### src/rtl/riscv_pkg.sv
// Shared RV32I definitions: control-flow opcodes, branch funct3 encodings and
// the 2-bit branch-history counter states with their saturating update.
package riscv_pkg;

   localparam logic [6:0] OP_BRANCH = 7'b1100011;
   localparam logic [6:0] OP_JAL    = 7'b1101111;
   localparam logic [6:0] OP_JALR   = 7'b1100111;

   typedef enum logic [2:0] {
      BEQ  = 3'b000,
      BNE  = 3'b001,
      BLT  = 3'b100,
      BGE  = 3'b101,
      BLTU = 3'b110,
      BGEU = 3'b111
   } funct3_e;

   typedef enum logic [1:0] {
      STRONG_NT = 2'b00,
      WEAK_NT   = 2'b01,
      WEAK_T    = 2'b10,
      STRONG_T  = 2'b11
   } bht_state_e;

   typedef enum logic [1:0] {
      CLS_OTHER  = 2'b00,
      CLS_BRANCH = 2'b01,
      CLS_JUMP   = 2'b10
   } br_class_e;

   // Saturating step of a 2-bit counter towards the observed outcome.
   function automatic bht_state_e bht_next(input bht_state_e s, input logic taken);
      bht_state_e n;
      n = s;
      case (s)
         STRONG_NT: n = taken ? WEAK_NT  : STRONG_NT;
         WEAK_NT:   n = taken ? WEAK_T   : STRONG_NT;
         WEAK_T:    n = taken ? STRONG_T : WEAK_NT;
         STRONG_T:  n = taken ? STRONG_T : WEAK_T;
         default:   n = WEAK_NT;
      endcase
      return n;
   endfunction

endpackage

### src/rtl/branch_bht.sv
// Branch history table: array of 2-bit saturating counters with a
// combinational read port and one write port; async active-high reset.
module branch_bht
   import riscv_pkg::*;
#(
   parameter int ENTRIES = 16,
   localparam int IDX_W  = $clog2(ENTRIES)
) (
   input  logic             clk,
   input  logic             rst,
   input  logic [IDX_W-1:0] rd_idx,
   output bht_state_e       rd_state,
   input  logic [IDX_W-1:0] wr_idx,
   input  logic             wr_en,
   input  logic             wr_taken
);

   bht_state_e cnt [ENTRIES];

   // NOTE: this array is reset entry by entry because its weak-not-taken start
   // state is visible on pred_taken; a RAM-style table without reset would not be.
   always_ff @(posedge clk or posedge rst) begin
      if (rst) begin
         for (int i = 0; i < ENTRIES; i++) begin
            cnt[i] <= WEAK_NT;
         end
      end else if (wr_en) begin
         // NOTE: non-blocking so the same-cycle read still returns the old counter.
         cnt[wr_idx] <= bht_next(cnt[wr_idx], wr_taken);
      end
   end

   assign rd_state = cnt[rd_idx];

endmodule

### src/rtl/branch_resolve.sv
// Branch resolution, 2-bit BHT prediction and optional profiling counters.
// Statistics counters are built only when BRANCH_STATS_EN is defined.
module branch_resolve
   import riscv_pkg::*;
#(
   parameter int BHT_ENTRIES = 16,
   parameter int CNT_W       = 32
) (
   input  logic             clk,
   input  logic             rst,
   input  logic             en,
   input  logic [6:0]       opcode,
   input  logic [2:0]       funct3,
   input  logic [31:0]      pc,
   input  logic             breq,
   input  logic             brlt,
   output logic             brun,
   output logic             pcsel,
   output logic             pred_taken,
   output logic             mispredict,
   output logic             illegal_br,
   output logic [CNT_W-1:0] branch_cnt,
   output logic [CNT_W-1:0] taken_cnt,
   output logic [CNT_W-1:0] mispred_cnt
);

   localparam int IDX_W = $clog2(BHT_ENTRIES);

   br_class_e        cls;
   logic             taken;
   logic             upd;
   logic [IDX_W-1:0] idx;
   bht_state_e       rd_state;
   logic             unused_pc_bits;

   // NOTE: every output of a combinational block gets a default first, so no
   // path through the case statements can infer a latch.
   always_comb begin
      cls = CLS_OTHER;
      case (opcode)
         OP_BRANCH:       cls = CLS_BRANCH;
         OP_JAL, OP_JALR: cls = CLS_JUMP;
         default:         cls = CLS_OTHER;
      endcase
   end

   always_comb begin
      taken      = 1'b0;
      illegal_br = 1'b0;
      brun       = 1'b0;
      if (cls == CLS_BRANCH) begin
         brun = (funct3[2:1] == 2'b11);
         case (funct3)
            BEQ:       taken = breq;
            BNE:       taken = !breq;
            BLT, BLTU: taken = brlt;
            BGE, BGEU: taken = !brlt;
            default:   illegal_br = 1'b1;
         endcase
      end
   end

   assign idx            = pc[IDX_W+1:2];
   assign unused_pc_bits = ^{pc[31:IDX_W+2], pc[1:0]};

   assign pcsel      = (cls == CLS_JUMP) || ((cls == CLS_BRANCH) && taken);
   assign pred_taken = rd_state[1];
   assign mispredict = (cls == CLS_BRANCH) && !illegal_br && (pred_taken != taken);
   assign upd        = en && (cls == CLS_BRANCH) && !illegal_br;

   branch_bht #(.ENTRIES(BHT_ENTRIES)) u_bht (
      .clk      (clk),
      .rst      (rst),
      .rd_idx   (idx),
      .rd_state (rd_state),
      .wr_idx   (idx),
      .wr_en    (upd),
      .wr_taken (taken)
   );

`ifdef BRANCH_STATS_EN
   always_ff @(posedge clk or posedge rst) begin
      if (rst) begin
         branch_cnt  <= '0;
         taken_cnt   <= '0;
         mispred_cnt <= '0;
      end else if (upd) begin
         branch_cnt <= branch_cnt + CNT_W'(1);
         if (taken)      taken_cnt   <= taken_cnt + CNT_W'(1);
         if (mispredict) mispred_cnt <= mispred_cnt + CNT_W'(1);
      end
   end
`else
   assign branch_cnt  = '0;
   assign taken_cnt   = '0;
   assign mispred_cnt = '0;
`endif

endmodule

### config.mk
export PLATFORM = sky130hd
export DESIGN_NAME = branch_resolve
export DESIGN_NICKNAME = d
export VERILOG_FILES = /design/src/rtl/riscv_pkg.sv /design/src/rtl/branch_bht.sv /design/src/rtl/branch_resolve.sv
export SDC_FILE = /design/constraint.sdc
export NUM_CORES = 1
export LEC_CHECK = 0
export CORE_MARGIN = 2
export CORE_UTILIZATION = 43
export CTS_BUF_LIST = sky130_fd_sc_hd__clkbuf_2
export DETAILED_ROUTE_END_ITERATION = 7
export GPL_ROUTABILITY_DRIVEN = 0
export HOLD_SLACK_MARGIN = 0.15
export MAX_ROUTING_LAYER = met4
export PLACE_DENSITY = 0.9
export SLEW_MARGIN = 20
export SYNTH_ARGS = -nofsm -noshare
export SYNTH_HDL_FRONTEND = slang
export SYNTH_SLANG_ARGS = --single-unit
### constraint.sdc
create_clock -name clk -period 7.45 [get_ports clk]
set_input_delay 2.235 -clock clk [delete_from_list [all_inputs] [get_ports clk]]
set_output_delay 2.235 -clock clk [all_outputs]
set_load 0.05 [all_outputs]
# Yosys cells after proc, flatten, opt, wreduce, memory -nomap -nowiden
# Cells that the tools add are included.
# W data, S select, Z words.
# totals
reg_bits	32
latch_bits	0
mem_bits_rw	0
rom_bits	0
inputBits	47
out_inout_bits	101
word_cells	68
memories	0
# op_classes
n_addsub	0
mul	0
div_mod_pow	0
magnitude_cmp	2
n_eq_ne	15
shifts	0
n_mux	18
bitwise_logic	1
reduce_logical	16
# ops
operator	n
$bwmux W32	1
$eq A7 B7 Y1 const B	3
$eq A3 B3 Y1 const B	4
$mux W2	6
$bmux W2 S4	1
$demux W2 S4	1
$eq A2 B2 Y1 const B	4
$pmux W2 S4	1
$logic_and A1 B1 Y1	6
$mux W1	6
$reduce_or A2 Y1	3
$reduce_or A6 Y1	1
$ge A5 B5 Y1 const B	1
$lt A5 B1 Y1 const B	1
$not A4 Y5	1
$eq A2 B1 Y1 const B	2
$pmux W1 S4	1
$pmux W2 S2	1
$eq A3 B1 Y1 const B	1
$logic_not A1 Y1	3
$logic_not A3 Y1	1
$logic_not A2 Y1	1
$logic_or A1 B1 Y1	1
$ne A1 B1 Y1	1

# Logic depth before layout (Yosys ltp)
# Gate-level depths: netlist (run 1).
# logic_depth
depth_word	9
ltp_mapped	8
ltp_nobuf	5

# Hierarchy
# From an unflattened synthesis (run 1), not the netlist that was laid out.
# hier_totals
hier_cells	272
area_unflattened_um2	2796.4
# by_module_without_submodules
module	instances	cells_each	area_per_inst_um2	seq_area_each_um2
branch_bht	1	156	1956.9	820.8
branch_resolve	1	116	839.6	0.0

# Worst setup path after synthesis (run 1)
# No wires, ideal clock.
# synth_timing
path_type	input to output
from	in pc[3]
to	out mispredict
arrival_time_ps	4721
required_ps	5215
path_slack_ps	494
path_stages	7
path_buffers	2
cell_sequence	buf_2 buf_2 mux4_1 mux2i_1 mux2i_2 xnor2_1 nor3_1
# synth_via
elab_chain_len	6
# synth_lines
element	line	source
start, declared	branch_resolve.sv:14	input logic [31:0] pc,
$not A4 Y5 (implied by the code)	branch_bht.sv:33	assign rd_state = cnt[rd_idx];
$bmux W2 S4	branch_bht.sv:33	
$mux W2 (implied by the code) (2 in series)	branch_bht.sv:33	
named net pred_taken	branch_resolve.sv:19	output logic pred_taken,
$ne A1 B1 Y1	branch_resolve.sv:68	assign mispredict = (cls == CLS_BRANCH) && !illegal_br && (pred_taken != taken);
$logic_and A1 B1 Y1	branch_resolve.sv:68	
end, declared	branch_resolve.sv:20	output logic mispredict,
# The timed path passes the listed nets, and every way through them passes these cells. The select of a mux whose other input is x is not followed.

# Worst setup path in the final report (run 1)
# layout_timing
from	in pc[2]
to	out pred_taken
# layout_via
elab_chain_len	4
# layout_lines
element	line
$not A4 Y5 (implied by the code)	branch_bht.sv:33
$bmux W2 S4	branch_bht.sv:33
$mux W2 (implied by the code) (2 in series)	branch_bht.sv:33
end, declared	branch_resolve.sv:19
# Every way passes these cells. The select of a mux whose other input is x is not followed.

==> results of run 1 <==
==> kinds of logic after synthesis <==
| group | after synthesis | share of synthesized area [%] |
|---|---|---|
| AO/OA/AOI/OAI | 5 | 1.38 |
| multiplexers | 43 | 23.7 |
| XOR/XNOR | 1 | 0.344 |
| adder cells (fa/ha/maj) | 2 | 0.884 |
| flip-flops | 32 | 32.2 |
| other | 1 | 0.147 |
| AND/OR/NAND/NOR | 51 | 10.7 |
| buffers and inverters | 105 | 30.6 |
==> worst max-delay path, delay by kind of cell <==
| kind | cells | cell delay [ns] |
|---|---|---|
| muxes | 3 | 1.01 |
| buffers and inverters | 2 | 1.54 |
==> area by class of cell <==
type	count	area share, %
clock buffers	7	1.40
repair buffers	26	9.87
multi-input cells	198	51.9
clock inverters	1	0.149
well taps	75	3.74
flip-flops and latches	32	32.7
inverters	2	0.299
==> stage by stage <==
| step | power [mW] | worst slack, ns |
|---|---|---|
| 2_1_floorplan | 0.336 | 0.494 |
| 3_3_place_gp | 0.310 | 0.434 |
| 3_5_place_dp | 0.311 | 0.388 |
| 4_1_cts | 0.391 | 0.389 |
| 5_1_grt | 0.406 | 0.267 |
| 6_report | 0.388 | 0.417 |
==> power by group <==
group | switching (mW) | leakage (nW) | internal (mW) | total (mW)
clock | 0.0543 | 0.0306 | 0.0251 | 0.0794
sequential | 0.00000264 | 0.389 | 0.174 | 0.174
combinational | 0.121 | 0.800 | 0.0141 | 0.135
==> Yosys cell counts (2+ instances only) <==
cell	instances
buf_2	3
dfstp_2	16
nor2_1	9
mux2_4	4
nand3_1	6
mux2i_1	2
nand2b_1	2
inv_1	2
mux4_2	4
nor2b_1	4
buf_4	96
or3_1	3
dfrtp_1	16
nand2_1	9
mux4_1	4
nor3_1	6
maj3_2	2
mux2_2	28
nand4_1	2
buf_6	3
==> worst paths after layout <==
| kind | start | to | slack, ns | depth (start not counted) |
|---|---|---|---|---|
| worst min register to register | u_bht.cnt[3] | u_bht.cnt[3] | 0.52 | 1 |
| worst max register to register | u_bht.cnt[13] | u_bht.cnt[5] | 5.25 | 5 |
| worst max-delay path | pc[2] | pred_taken | 0.42 | 5 |
| max in group asynchronous | rst | u_bht.cnt[24] | 4.88 | 3 |
| worst min-delay path | u_bht.cnt[3] | u_bht.cnt[3] | 0.52 | 1 |
| min in group asynchronous | rst | u_bht.cnt[25] | 2.23 | 3 |
==> per-layer routing <==
| metal | wire length (um) | global-route usage (%) | share of wire [%] | vias up |
|---|---|---|---|---|
| li1 | - | - | - | 676 |
| met1 | 1720 | 16.9 | 41 | 702 |
| met2 | 2090 | 22.4 | 49 | 97 |
| met3 | 387 | 3.22 | 9.1 | 6 |
| met4 | 49 | 4.24 | 1.2 | 0 |
| met5 | 0 | - | 0 | - |
==> summary.txt, run 1 <==
Layout
  – Post-route cell area: 0.00251 sq mm
  – Max reg flops: 32
  – Flip-flop and latch area: 821 sq um
  – Most frequent cells in the layout: conb_1, mux2_2, clkdlybuf4s50_1, dfstp_2, dfrtp_1
  – Ant. Diodes: 0
  – Top Registers: u_bht.cnt x32
  – Area growth, synth to finish: -1.42%
  – Area of the multi-input gates: 0.00130 sq mm
  – Fillers: 561
  – Fin cells: 341
  – Fraction of layout cells with a size suffix above 1: 25.6%
  – Post-Route Utilization: 43.2%
  – Most common cell after layout, fill and taps aside: conb_1
  – Most flop-heavy register: u_bht.cnt
  – Layout Nets: 312

Outcome
  – Status: completed

Global routing
  – Largest net degree at the start of global routing: 33
  – First-pass GRT wire length: 6530 um
  – GR Util All Layers: 13.7%
  – Vias in the first global route: 1317
  – Initial antenna violation count: 0
  – Total congestion overflow: 0

Critical path
  – CP Cell Sequence: clkdlybuf4s50_1, mux4_1, mux2i_1, mux2i_2, clkdlybuf4s50_1
  – CP Class: in2out
  – Critical Path RT: 5.22 ns
  – Arrival @ worst endpoint: 4.80 ns
  – CP Launch Type: primary input
  – Worst setup EP type: output port
  – Most used cell, CP: clkdlybuf4s50_1
  – Max incr delay on CP: 0.80 ns
  – Worst path slowest cell: clkdlybuf4s50_1
  – Critical path fanouts, max: 12

Detailed routing
  – Post-DR vias/cell: 4.34
  – Total Wirelength: 4250 um
  – DR iter-0 viols: 53
  – Drt drc: 0
  – Vias: 1481
  – Per-cell routed wire length: 12.4 um
  – First-pass iteration count of the detailed router: 4
  – Post-route ant nets: 0

Timing
  – RSZ-0062 raised after global routing: false
  – Final hold vios: 0
  – Final Cycle Share: 94.4%
  – Final setup viols: 0
  – Fmax: 142 MHz
  – Slew Viols, Final: 0
  – Clock skew: 0.0264 ns
  – Worst-Margin Slew: 0.534 ns
  – Worst slew margin: 64.3%
  – Post-route setup TNS: 0 ns
  – Final min period: 7.03 ns
  – Hold WS: 0.521 ns

Die
  – Core area: 0.00582 sq mm
  – Die Wd: 81.0 um
  – Die ar.: 0.00656 sq mm
  – Initial core utilization: 43.8%
  – Io pins: 148
  – Die height: 81.0 um
  – Rows: 28

Pwr
  – Max rail drop VDD: 0.0000962 V
  – Standby leakage power: 1.22 nW
  – Power per cell area: 155 mW/mm^2

Run
  – Max-cap violations: 0

Clocking
  – Clock Latency Late Sink: 0.36 ns
  – Clk sinks: 32
  – Htree depth: 2
  – # Post-CTS Setup Buffers: 0
  – CTS tree: done
  – CTS Buf Count: 5
  – Hold_buf cts: 0
  – Clk slew on worst S/H paths: 0.13 ns
  – Clk buf depth: 2
  – Root Buffer Master: clkbuf_2
  – Post-CTS resize count: 0

Placed design
  – Inst Count DP: 333
  – Buffers on Ports: 23
  – HPWL Detailed: 3360 um
  – Cell Area, Placed: 0.00247 sq mm

Synth
  – Synth Flop Type: dfstp_2
  – Yosys top cell area share: 28.3%
  – Ys Warns: 0
  – Post-Syn Area per Cell: 10.6 sq um
  – Post-synth ARST share: 100%
  – Synthesized cell area: 0.00255 sq mm
  – FF+latch count, synth: 32
  – Dominant cells by area after synthesis: buf_4, dfstp_2, dfrtp_1
  – Post-synthesis cell type with the largest combined area: buf_4
  – Mapped Cells: 240
  – Distinct cells, synth: 39
  – Post-synth EDFFs: 0
  – Sequential share of the synthesized area: 32.2%

Hold path
  – Hold Crit Class: reg2reg
Note: power is estimated with default switching activity, not from simulation.
==> run 2: changes to the inputs <==
Settings changed: GPL_TIMING_DRIVEN set to 0.
==> run 2 against run 1 <==
Net effect:
- first-iteration DRC count is 21% higher
- final cell count is 28% higher
- clock power is 0.8% higher
- critical endpoint is now mispredict
- largest power group is now combinational logic
==> summary.txt, run 2 (synthesis gave the netlist of run 1 again) <==
Critical path
  – CP Cell Sequence: clkdlybuf4s50_1, buf_6, mux4_1, mux2i_1, mux2i_2, xnor2_1, nor3_1, clkdlybuf4s50_1 (was clkdlybuf4s50_1, mux4_1, mux2i_1, mux2i_2, clkdlybuf4s50_1)
  – Worst reg2reg endpoint: u_bht.cnt[1] (was u_bht.cnt[5])
  – Buffers & Inverters on Critical Path: 3 (was 2)
  – CP Class: in2out (unchanged)
  – Setup slack, reg-to-reg: 5.21 ns (was 5.25 ns)
  – Worst path slowest cell: clkdlybuf4s50_1 (unchanged)
  – Critical Path RT: 5.22 ns (about the same)
  – R2R cell count: 6 (was 5)
  – Worst r2r src: u_bht.cnt[5] (was u_bht.cnt[13])
  – Critical path depth: 8 (was 5)
  – Arrival @ worst endpoint: 5.07 ns (was 4.80 ns)
  – Worst setup EP type: output port (unchanged)
  – CP Launch Type: primary input (unchanged)
  – Critical path fanouts, max: 10 (was 12)
  – Top delay family on crit path: buffers and inverters (unchanged)
  – Max incr delay on CP: 0.83 ns (was 0.80 ns)
  – Most used cell, CP: clkdlybuf4s50_1 (unchanged)

Timing
  – Worst-Margin Slew: 0.992 ns (was 0.534 ns)
  – Final Cycle Share: 98.1% (was 94.4%)
  – Final min period: 7.31 ns (was 7.03 ns)
  – RSZ-0062 raised after global routing: false (unchanged)
  – Final hold vios: 0 (unchanged)
  – Worst slew margin: 32.2% (was 64.3%)
  – Post-route setup TNS: 0 ns (unchanged)
  – Final setup viols: 0 (unchanged)
  – Clock skew: 0.0139 ns (was 0.0264 ns)
  – Slew Viols, Final: 0 (unchanged)
  – Fmax: 137 MHz (was 142 MHz)
  – Hold WS: 0.517 ns (was 0.521 ns)
  – Setup slack after layout: 0.142 ns (was 0.417 ns)

Clocking
  – Clk slew on worst S/H paths: 0.14 ns (was 0.13 ns)
  – Clk sinks: 32 (unchanged)
  – CTS tree: done (unchanged)
  – Post-CTS resize count: 0 (unchanged)
  – Clock Latency Late Sink: 0.36 ns (about the same)
  – Htree depth: 2 (unchanged)
  – Clk buf depth: 2 (unchanged)
  – # Post-CTS Setup Buffers: 0 (unchanged)
  – Hold_buf cts: 0 (unchanged)
  – Root Buffer Master: clkbuf_2 (unchanged)
  – CTS Buf Count: 5 (unchanged)

Global routing
  – GR Util All Layers: 15.3% (was 13.7%)
  – Largest net degree at the start of global routing: 33 (unchanged)
  – Vias in the first global route: 1484 (was 1317)
  – Initial antenna violation count: 0 (unchanged)
  – Total congestion overflow: 0 (unchanged)
  – First-pass GRT wire length: 7330 um (was 6530 um)

Die
  – Rows: 28 (unchanged)
  – Die Wd: 81.0 um (unchanged)
  – Die ar.: 0.00656 sq mm (unchanged)
  – Die height: 81.0 um (unchanged)
  – Core area: 0.00582 sq mm (unchanged)
  – Io pins: 148 (unchanged)
  – Initial core utilization: 43.8% (unchanged)

Detailed routing
  – Post-route ant nets: 0 (unchanged)
  – Post-DR vias/cell: 4.08 (was 4.34)
  – Per-cell routed wire length: 11.7 um (was 12.4 um)
  – DR iter-0 viols: 64 (was 53)
  – Vias: 1786 (was 1481)
  – Total Wirelength: 5100 um (was 4250 um)
  – First-pass iteration count of the detailed router: 4 (unchanged)
  – Drt drc: 0 (unchanged)

Layout
  – Fillers: 507 (was 561)
  – Post-route cell area: 0.00324 sq mm (was 0.00251 sq mm)
  – Area of the multi-input gates: 0.00130 sq mm (unchanged)
  – Max reg flops: 32 (unchanged)
  – Area growth, synth to finish: 27.1% (was -1.42%)
  – Fin cells: 438 (was 341)
  – Ant. Diodes: 0 (unchanged)
  – Top Registers: u_bht.cnt x32 (unchanged)
  – Layout Nets: 409 (was 312)
  – Post-Route Utilization: 55.7% (was 43.2%)
  – Fraction of layout cells with a size suffix above 1: 45.7% (was 25.6%)
  – Flip-flop and latch area: 821 sq um (unchanged)
  – Most flop-heavy register: u_bht.cnt (unchanged)
  – Most frequent cells in the layout: buf_4, conb_1, mux2_2, clkdlybuf4s50_1 (was conb_1, mux2_2, clkdlybuf4s50_1, dfstp_2, dfrtp_1)

Pwr
  – Power Total: 430 uW (was 388 uW)
  – Power per cell area: 133 mW/mm^2 (was 155 mW/mm^2)
  – Standby leakage power: 1.74 nW (was 1.22 nW)
  – Max rail drop VDD: 0.0000764 V (was 0.0000962 V)

Placed design
  – Buffers on Ports: 20 (was 23)
  – HPWL Detailed: 4230 um (was 3360 um)
  – Inst Count DP: 430 (was 333)
  – Pre-CTS WS: 0.160 ns (was 0.388 ns)
  – Cell Area, Placed: 0.00320 sq mm (was 0.00247 sq mm)

Hold path
  – Hold Crit Class: reg2reg (unchanged)
  – Hold EP: u_bht.cnt[13] (was u_bht.cnt[3])
  – Hold path depth: 1 (unchanged)
  – Hold path start: u_bht.cnt[13] (was u_bht.cnt[3])

Outcome
  – Status: completed (unchanged)

Run
  – Max-cap violations: 0 (unchanged)
run 2: cell count changes in the layout (fill, tap and decap cells not counted):
cell | before | now
inv_1 | 2 | 1
buf_2 | 0 | 3
buf_4 | 5 | 96
inv_2 | 0 | 1
buf_6 | 0 | 3
clkbuf_1 | 0 | 1
clkdlybuf4s50_1 | 21 | 20
run 2: metal layers:
layer	global-route usage, %	vias to the layer above	part of all wire (%)
li1	-	877	-
met1	17.8	789	39
met2	26.0	111	49
met3	4.00	9	11
met4	4.58	0	1.4
met5	-	-	0
run 2: power by group:
part           internal [mW]  switching (mW)  total [mW]
registers              0.174      0.00000275       0.174
clock network         0.0251          0.0549      0.0800
logic                 0.0478           0.128       0.176
run 2: worst max path at each step:
stage | from | endpoint | slack, ns
after CTS | pc[2] | mispredict | 0.16
after floorplan | pc[3] | mispredict | 0.49
after detailed placement | pc[2] | mispredict | 0.16
after global routing | pc[2] | mispredict | 0.006
after global placement | pc[2] | mispredict | 0.17
final | pc[2] | mispredict | 0.14
run 2: area by class of cell:
type / count / share of cell area, %
inverters: 2 / 0.232
multi-input cells: 198 / 40.2
clock inverters: 1 / 0.116
plain buffers: 103 / 23.9
clock buffers: 7 / 1.08
repair buffers: 20 / 6.18
flip-flops and latches: 32 / 25.4
well taps: 75 / 2.90
run 2: worst register-to-register path, delay by kind of cell (launching register included):
kind | cells | cell delay [ns]
buf+inv | 1 | 0.18
fa+ha+maj | 1 | 0.42
flops | 1 | 0.40
mux | 4 | 1.14
==> run 3: changes to the inputs <==
Settings changed: CORE_UTILIZATION 43 to 44, CTS_CLUSTER_DIAMETER set to 40, GPL_ROUTABILITY_DRIVEN 0 to not set, PLACE_DENSITY 0.9 to 0.88, SYNTH_HIERARCHICAL set to 1.
==> run 3 against run 2 <==
Net effect:
- final area up 5.1%
- clock-buffer cell count stayed put
- final cell count up 6.8%
- non-clock buffer count rose by 5
- utilization up 1.8 points
==> summary.txt, run 3 <==
Outcome
  – Status: completed (unchanged)

Layout
  – Fraction of layout cells with a size suffix above 1: 40.5% (was 45.7%)
  – Top Registers: u_bht/cnt x32 (was u_bht.cnt x32)
  – Most flop-heavy register: u_bht/cnt (was u_bht.cnt)
  – Area growth, synth to finish: 26.8% (was 27.1%)
  – Fin cells: 468 (was 438)
  – Max reg flops: 32 (unchanged)
  – Most frequent cells in the layout: buf_4, conb_1, nor2_1, clkdlybuf4s50_1, mux2_2 (was buf_4, conb_1, mux2_2, clkdlybuf4s50_1)
  – Layout Nets: 439 (was 409)
  – Fillers: 514 (was 507)
  – Ant. Diodes: 0 (unchanged)

Clocking
  – Root Buffer Master: clkbuf_2 (unchanged)
  – CTS tree: done (unchanged)
  – CTS Buf Count: 5 (unchanged)
  – Clk slew on worst S/H paths: 0.14 ns (about the same)
  – Htree depth: 2 (unchanged)
  – Clk buf depth: 2 (unchanged)
  – Clock Latency Late Sink: 0.39 ns (was 0.36 ns)
  – Clk sinks: 32 (unchanged)

Die
  – Core area: 0.00592 sq mm (was 0.00582 sq mm)
  – Rows: 28 (unchanged)
  – Io pins: 148 (unchanged)
  – Die Wd: 82.1 um (was 81.0 um)
  – Die ar.: 0.00674 sq mm (was 0.00656 sq mm)
  – Initial core utilization: 45.3% (was 43.8%)
  – Die height: 82.1 um (was 81.0 um)

Global routing
  – GR Util All Layers: 17.7% (was 15.3%)
  – Largest net degree at the start of global routing: 33 (unchanged)
  – Vias in the first global route: 1876 (was 1484)
  – Total congestion overflow: 0 (unchanged)
  – First-pass GRT wire length: 8910 um (was 7330 um)
  – Initial antenna violation count: 0 (unchanged)

Timing
  – Final setup viols: 0 (unchanged)
  – Hold WS: 0.497 ns (was 0.517 ns)
  – Worst-Margin Slew: 0.658 ns (was 0.992 ns)
  – Fmax: 138 MHz (was 137 MHz)
  – Slew Viols, Final: 0 (unchanged)
  – Final Cycle Share: 97.1% (was 98.1%)
  – RSZ-0062 raised after global routing: false (unchanged)
  – Final min period: 7.24 ns (was 7.31 ns)
  – Clock skew: 0.0273 ns (was 0.0139 ns)
  – Final hold vios: 0 (unchanged)
  – Worst slew margin: 56.1% (was 32.2%)

Synth
  – Ys Warns: 6 (was 0)
  – Post-Syn Area per Cell: 10.1 sq um (was 10.6 sq um)
  – Synthesized cell area: 0.00268 sq mm (was 0.00255 sq mm)
  – Mapped Cells: 267 (was 240)

Critical path
  – Critical path fanouts, max: 4 (was 10)
  – Worst setup EP type: output port (unchanged)
  – Critical Path RT: 5.22 ns (about the same)
  – CP Class: in2out (unchanged)
  – Arrival @ worst endpoint: 5.00 ns (was 5.07 ns)
  – CP Launch Type: primary input (unchanged)

Detailed routing
  – DR iter-0 viols: 73 (was 64)
  – Vias: 2096 (was 1786)
  – Per-cell routed wire length: 12.7 um (was 11.7 um)
  – Post-DR vias/cell: 4.48 (was 4.08)
  – First-pass iteration count of the detailed router: 4 (unchanged)
  – Total Wirelength: 5940 um (was 5100 um)
  – Drt drc: 0 (unchanged)
  – Post-route ant nets: 0 (unchanged)

Pwr
  – Power per cell area: 130 mW/mm^2 (was 133 mW/mm^2)
  – Max rail drop VDD: 0.0000941 V (was 0.0000764 V)
  – Standby leakage power: 1.72 nW (was 1.74 nW)

Placed design
  – Inst Count DP: 460 (was 430)
  – HPWL Detailed: 4860 um (was 4230 um)
  – Buffers on Ports: 23 (was 20)
  – Final Wtd Congestion: 0.860

Hold path
  – Hold Crit Class: reg2reg (unchanged)

Run
  – Max-cap violations: 0 (unchanged)
==> run 3: timing repair <==
item / in CTS / in global routing
hold buffers: 0 / 0
endpoints found under the setup margin: 1 / 0
buffers inserted: 0 / 0
gates resized for setup: 1 / 0
==> run 3: power breakdown <==
part	switching (mW)	internal (mW)
Sequential	0.000259	0.175
Combinational	0.132	0.0514
Clock	0.0585	0.0251
==> run 3: path summary, 6_finish.rpt <==
check	end	slack [ns]	startpoint	cells past startpoint
worst max-delay path	mispredict	0.21	pc[2]	7
max in group asynchronous	u_bht/cnt[13]	4.77	rst	2
worst min register to register	u_bht/cnt[28]	0.50	u_bht/cnt[28]	2
worst max register to register	u_bht/cnt[17]	5.37	u_bht/cnt[11]	4
min in group asynchronous	u_bht/cnt[31]	2.23	rst	2
worst min-delay path	u_bht/cnt[28]	0.50	u_bht/cnt[28]	2
==> run 3: through the flow <==
step	setup TNS, ns	instance area (sq um)	total power [mW]	setup slack [ns]	util [%]
3_3_place_gp	-0.0139	3360	0.357	-0.0139	56.8
4_1_cts	0	3400	0.441	0.211	57.5
5_1_grt	0	3400	0.460	0.0821	57.5
3_5_place_dp	-0.0583	3360	0.358	-0.0583	56.8
6_report	0	3400	0.442	0.214	57.5
2_1_floorplan	0	3040	0.342	0.910	-
==> run 3: cell type report <==
class | instances | area, sq um | area share (%)
multi-input cells | 222 | 1440 | 42.3
plain buffers | 105 | 769 | 22.6
inverters | 3 | 11.3 | 0.331
repair buffers | 23 | 229 | 6.73
clock buffers | 7 | 35.0 | 1.03
clock inverters | 1 | 3.75 | 0.110
flip-flops and latches | 32 | 821 | 24.1
well taps | 75 | 93.8 | 2.76
==> run 3: critical path, stage by stage <==
cell and delay (ns):
clkdlybuf4s50_1 0.51, clkbuf_1 0.31, mux4_2 0.55, mux4_2 0.54, xnor2_1 0.16, and3_1 0.16, dlygate4sd2_1 0.52
==> run 3: per-layer routing <==
layer / wire [um] / part of all wire (%) / GRT usage (%) / vias up
met5: 0 / 0 / - / -
met4: 68 / 1.1 / 4.50 / 0
met3: 666 / 11 / 4.02 / 7
met2: 3090 / 52 / 32.3 / 127
met1: 2110 / 36 / 19.5 / 969
li1: - / - / - / 993
